`src/rtl/walker_pkg.sv`:
```
// Shared definitions for the LED walker demo blocks: motion mode encodings
// and a width helper that never returns zero.
package walker_pkg;

    localparam logic [1:0] MODE_BOUNCE = 2'b00;
    localparam logic [1:0] MODE_ROTL   = 2'b01;
    localparam logic [1:0] MODE_ROTR   = 2'b10;
    localparam logic [1:0] MODE_HOLD   = 2'b11;

    // Bits needed to index n items; at least 1 so a range of 1 still has a register.
    function automatic int clog2w(input int n);
        return (n <= 2) ? 1 : $clog2(n);
    endfunction

endpackage

```
`src/rtl/step_divider.sv`:
```
// Clock divider: free-running modulo-CLOCK_DIV counter that only advances
// while enabled, with a single-cycle tick on the last count.
module step_divider
    import walker_pkg::*;
#(
    parameter int CLOCK_DIV = 10_000_000
) (
    input  logic clock,
    input  logic reset,
    input  logic enable,
    output logic tick
);

    localparam int            CW   = clog2w(CLOCK_DIV);
    localparam logic [CW-1:0] LAST = CW'(CLOCK_DIV - 1);

    logic [CW-1:0] cnt_q;
    logic [CW-1:0] cnt_d;

    // Advance and wrap only while enabled; a disabled cycle keeps the count.
    always_comb begin
        cnt_d = cnt_q;
        if (enable) begin
            cnt_d = (cnt_q == LAST) ? '0 : cnt_q + 1'b1;
        end
    end

    // Count register, cleared by reset.
    always_ff @(posedge clock) begin
        if (reset) begin
            cnt_q <= '0;
        end else begin
            cnt_q <= cnt_d;
        end
    end

    // With CLOCK_DIV=1 the count is pinned at 0 and this fires every enabled cycle.
    assign tick = enable && (cnt_q == LAST);

endmodule

```
`src/rtl/led_sweeper.sv`:
```
// LED walker: one lit LED that moves across the bank on every divider tick,
// in bounce, rotate-left, rotate-right or hold motion.
module led_sweeper
    import walker_pkg::*;
#(
    parameter int NLEDS     = 8,
    parameter int CLOCK_DIV = 10_000_000
) (
    input  logic                        clock,
    input  logic                        reset,
    input  logic                        enable,
    input  logic [1:0]                  mode,
    output logic [NLEDS-1:0]            led,
    output logic [clog2w(NLEDS)-1:0]    pos,
    output logic                        dir,
    output logic                        step
);

    localparam int               PW    = clog2w(NLEDS);
    localparam logic [PW-1:0]    LASTP = PW'(NLEDS - 1);
    localparam logic [NLEDS-1:0] ONE   = NLEDS'(1);

    logic             tick;
    logic [PW-1:0]    pos_q, pos_d;
    logic             dir_q, dir_d;
    logic [NLEDS-1:0] led_q, led_d;
    logic             step_q, step_d;

    step_divider #(
        .CLOCK_DIV (CLOCK_DIV)
    ) u_div (
        .clock  (clock),
        .reset  (reset),
        .enable (enable),
        .tick   (tick)
    );

    // Next position/direction on a tick; led is decoded from the new position
    // so it changes in the same cycle as pos.
    always_comb begin
        pos_d  = pos_q;
        dir_d  = dir_q;
        led_d  = led_q;
        step_d = tick;
        if (tick) begin
            case (mode)
                MODE_BOUNCE: begin
                    if (dir_q) begin
                        if (pos_q == LASTP) begin
                            // Already at the top end while heading up: reverse now.
                            pos_d = pos_q - 1'b1;
                            dir_d = 1'b0;
                        end else begin
                            pos_d = pos_q + 1'b1;
                            dir_d = (pos_d != LASTP);
                        end
                    end else begin
                        if (pos_q == '0) begin
                            pos_d = PW'(1);
                            dir_d = 1'b1;
                        end else begin
                            pos_d = pos_q - 1'b1;
                            dir_d = (pos_d == '0);
                        end
                    end
                end
                MODE_ROTL: begin
                    pos_d = (pos_q == LASTP) ? '0 : pos_q + 1'b1;
                    dir_d = 1'b1;
                end
                MODE_ROTR: begin
                    pos_d = (pos_q == '0) ? LASTP : pos_q - 1'b1;
                    dir_d = 1'b0;
                end
                default: begin
                    pos_d = pos_q;
                    dir_d = dir_q;
                end
            endcase
            led_d = ONE << pos_d;
        end
    end

    // State registers; reset parks the walker at LED 0 heading up.
    always_ff @(posedge clock) begin
        if (reset) begin
            pos_q  <= '0;
            dir_q  <= 1'b1;
            led_q  <= ONE;
            step_q <= 1'b0;
        end else begin
            pos_q  <= pos_d;
            dir_q  <= dir_d;
            led_q  <= led_d;
            step_q <= step_d;
        end
    end

    assign led  = led_q;
    assign pos  = pos_q;
    assign dir  = dir_q;
    assign step = step_q;

endmodule

```
`config.mk`:
```
export PLATFORM = sky130hd
export DESIGN_NAME = led_sweeper
export DESIGN_NICKNAME = d
export VERILOG_FILES = /design/src/rtl/walker_pkg.sv /design/src/rtl/step_divider.sv /design/src/rtl/led_sweeper.sv
export SDC_FILE = /design/constraint.sdc
export NUM_CORES = 1
export LEC_CHECK = 0
export CORE_MARGIN = 1.5
export CORE_UTILIZATION = 61
export CTS_CLUSTER_SIZE = 14
export DETAILED_ROUTE_END_ITERATION = 7
export PLACE_DENSITY = 0.82
export RECOVER_POWER = 50
export SLEW_MARGIN = 10
export SYNTH_ARGS = -nofsm -noshare
export SYNTH_HDL_FRONTEND = slang
export SYNTH_SLANG_ARGS = --single-unit
```
`constraint.sdc`:
```
create_clock -name clock -period 6.24 [get_ports clock]
set_clock_uncertainty 0.1 [all_clocks]
set_input_delay 0.624 -clock clock [delete_from_list [all_inputs] [get_ports clock]]
set_output_delay 0.624 -clock clock [all_outputs]
set_load 0.02 [all_outputs]
```
==> flow_metrics.tcl <==
set metrics [dict create \
    antenna_found_initial 0 \
    top_layer_used "met4" \
    avgRoutedWirePerCell_um 12.9 \
    grt_use_total 0.230 \
    wl_met1_um 1750 \
    reg2reg_depth 7 \
    dp_hpwl_um 2720 \
    synth_nets 249 \
    cts_buffer_depth 2 \
    r2r-start "pos[0]" \
    path_class "input port to flop" \
    clk_latency_ns 0.36 \
    syn_area_per_cell_um2 8.75 \
    critPathLaunchType "input port" \
    die_w_um 60.8 \
    netlist_area_um2 2040 \
    syn_inst 233 \
    worst_pin_slew_ns 0.819 \
    clock.fmax_mhz 362 \
    slew_headroom 0.454 \
    ios 18 \
    crit_family "simple AND/OR/NAND/NOR gates" \
    crit_slowest_cell "dlygate4sd3_1" \
    placed_area_um2 2210 \
    numCtsBuffers 5 \
    die_y_um 60.8 \
    setup_ws_ns 3.48 \
    rsz0062_at_grt "false" \
    crit_path_end "u_div.cnt_q[23]" \
    min_period_ns 2.76 \
    rrSetupSlack_ns 3.84 \
    ys.flop_type "dfxtp_1" \
    powerDensity_nw_per_um2 174 \
    power.share.combinational 0.063 \
    p_int_mw 0.290 \
    rr_endpoint "led[2]" \
    cap_violations 0 \
    synth.distinct_cells 49 \
    tns_ns 0 \
    cp.required_ns 6.36 \
    viasPerCell 5.61 \
    synth-seq-area-share 0.363 \
    ctsResizeCount 0 \
    final_cell_area_um2 2240 \
    peakVddDrop_uv 157 \
    critPathMaxStageDelay_ns 0.74 \
    setup_viol 0 \
    ys_ff_latch 37 \
    wl_met2_um 1820 \
    cts_setup_buffers 0 \
    nets 264 \
    final_util 0.722 \
    drc 0 \
    ys_warn_count 0 \
    crit_chain "dlygate4sd3_1 > nand4_1 > nor4_1 > nand2_2 > nand2b_1 > nor2_1" \
    vias 1643 \
    cts_tree "yes" \
    end_kind "flop" \
    route.met3.wl_um 132 \
    place.gp.congestion 0.861 \
    port_buffers 17 \
    swShare 0.258 \
    worstHoldPathCells 2 \
    cp_num_cells 6 \
    p_leak_nw 0.838 \
    die_area_um2 3700 \
    coreArea_um2 3100 \
    overflow 0 \
    drive_gt1_frac 0.0723 \
    crit_buf_inv 1 \
    antenna_left 0 \
    place_ws_ns 3.34 \
    clkTransAtPathRegs_ns 0.11 \
    critPathMaxFanout 23 \
    num_rows 20 \
    clkPwrFrac 0.326 \
    dr.pass1.iters 4 \
    initial_core_util 0.657 \
    detail_route.iter0.violations 91 \
    startpoint "enable" \
    htreeDepth 2 \
    arrival_ns 2.88 \
    num_antenna_cells 0 \
    grt_pass1_vias 1440 \
    hold_class "flop to flop" \
    grt_max_degree 24 \
    slew_viol_final 0 \
    hold_viol 0 \
    power.switching_mw 0.101 \
    min_period_over_period 0.443 \
    synth-edff-count 0 \
    postCtsHoldBufs 0 \
    postSynth.asyncResetShare 0 \
    grt_pass1_wl_um 6330 \
    cts.sinks 37 \
    pwr-share-seq 0.612 \
    area_delta_synth_final_pct 9.88 \
    run_status "finished, final reports clean" \
    drt_wl_total_um 3770 \
    cts-root-buf "clkbuf_4" \
]
==> sequential cells by signal (all words and copies together) (netlist names) <==
name	cells
led	8
u_div.cnt_q	24
step	1
pos	3
dir	1
==> layer usage <==
metal | global-route usage | vias to the layer above
met5 | 0 | -
met4 | 0.0745 | 0
met3 | 0.0640 | 10
met2 | 0.396 | 33
met1 | 0.278 | 754
li1 | - | 846
==> placed cells by master (no fill, tap or decap), types with 3 or more instances in the layout <==
| cell | count |
|---|---|
| nand2_1 | 16 |
| a21oi_1 | 7 |
| clkdlybuf4s50_1 | 3 |
| dlygate4sd3_1 | 14 |
| o32ai_1 | 6 |
| xor2_1 | 17 |
| and3_1 | 5 |
| a211oi_1 | 3 |
| clkbuf_4 | 5 |
| inv_1 | 18 |
| nor4_1 | 5 |
| dfxtp_1 | 37 |
| nand2b_1 | 7 |
| o21ai_0 | 4 |
| ha_1 | 11 |
| nor2b_1 | 3 |
| nor2_1 | 30 |
| nand3_1 | 8 |
| xnor2_1 | 6 |
| nand4_1 | 9 |
==> per-stage QoR <==
step	cells	hold slack, ns	total power, mW
global placement	285	0.366	0.269
finish	293	0.384	0.391
CTS	293	0.384	0.393
floorplan	233	0.372	0.264
detailed placement	285	0.367	0.270
global route	293	0.412	0.405
==> worst min-delay path: cells and delay by family (launching register included) <==
kind,cells,cell delay [ns]
AO/OA/AOI/OAI,1,0.07
buffers and inverters,1,0.04
flip-flops,1,0.32
==> power groups by stage <==
stage	Combinational (mW)	Sequential [mW]	Clock (mW)
after floorplan	0.0195	0.244	0
after global placement	0.0249	0.244	0
after detailed placement	0.0254	0.244	0
after CTS	0.0255	0.239	0.128
after global routing	0.0280	0.239	0.138
final	0.0245	0.239	0.127
==> synth_stat cells (2+ instances only) <==
cell type	n	area share
inv_1	18	0.033
xor2_1	17	0.073
a21oi_1	7	0.017
clkbuf_1	3	0.0055
nand2b_1	7	0.021
a32oi_2	2	0.016
nor2b_1	3	0.0092
a221o_1	2	0.0098
nor4_1	4	0.012
or2_2	2	0.0061
nor3_1	2	0.0049
nand4_1	9	0.028
a31oi_1	2	0.0061
nor2_1	30	0.055
buf_2	4	0.0098
nand2_1	16	0.029
a211oi_1	3	0.011
dfxtp_1	37	0.36
o32ai_1	6	0.026
and3_1	5	0.015
xnor2_1	6	0.026
nand3_1	8	0.020
o21ai_0	4	0.0098
ha_1	11	0.067
==> cells by family (layout without fill, tap and decap cells) <==
| kind of cell | count (synthesis) | after routing | synth area share |
|---|---|---|---|
| xor+xnor | 23 | 23 | 0.0988 |
| fa+ha+maj | 11 | 11 | 0.0675 |
| simple gates | 100 | 100 | 0.272 |
| buf+inv | 27 | 43 | 0.0577 |
| mux | 2 | 2 | 0.0104 |
| compound gates | 33 | 33 | 0.131 |
| flops | 37 | 37 | 0.363 |
==> cell type report <==
class	instances	area [µm²]
Clock buffer	5	37.5
Clock inverter	3	17.5
Fill cell	262	862
Inverter	18	67.6
Multi-Input combinational cell	169	1150
Sequential cell	37	741
Tap cell	44	55.1
Timing Repair Buffer	17	170
==> how the worst min path moves through the flow <==
stage,start,end
4_1_cts,led[5],led[5]
2_1_floorplan,u_div.cnt_q[23],u_div.cnt_q[23]
5_1_grt,led[6],led[6]
6_report,led[5],led[5]
3_3_place_gp,led[5],led[5]
3_5_place_dp,led[5],led[5]
No activity file was read; power rests on OpenSTA's default activity.
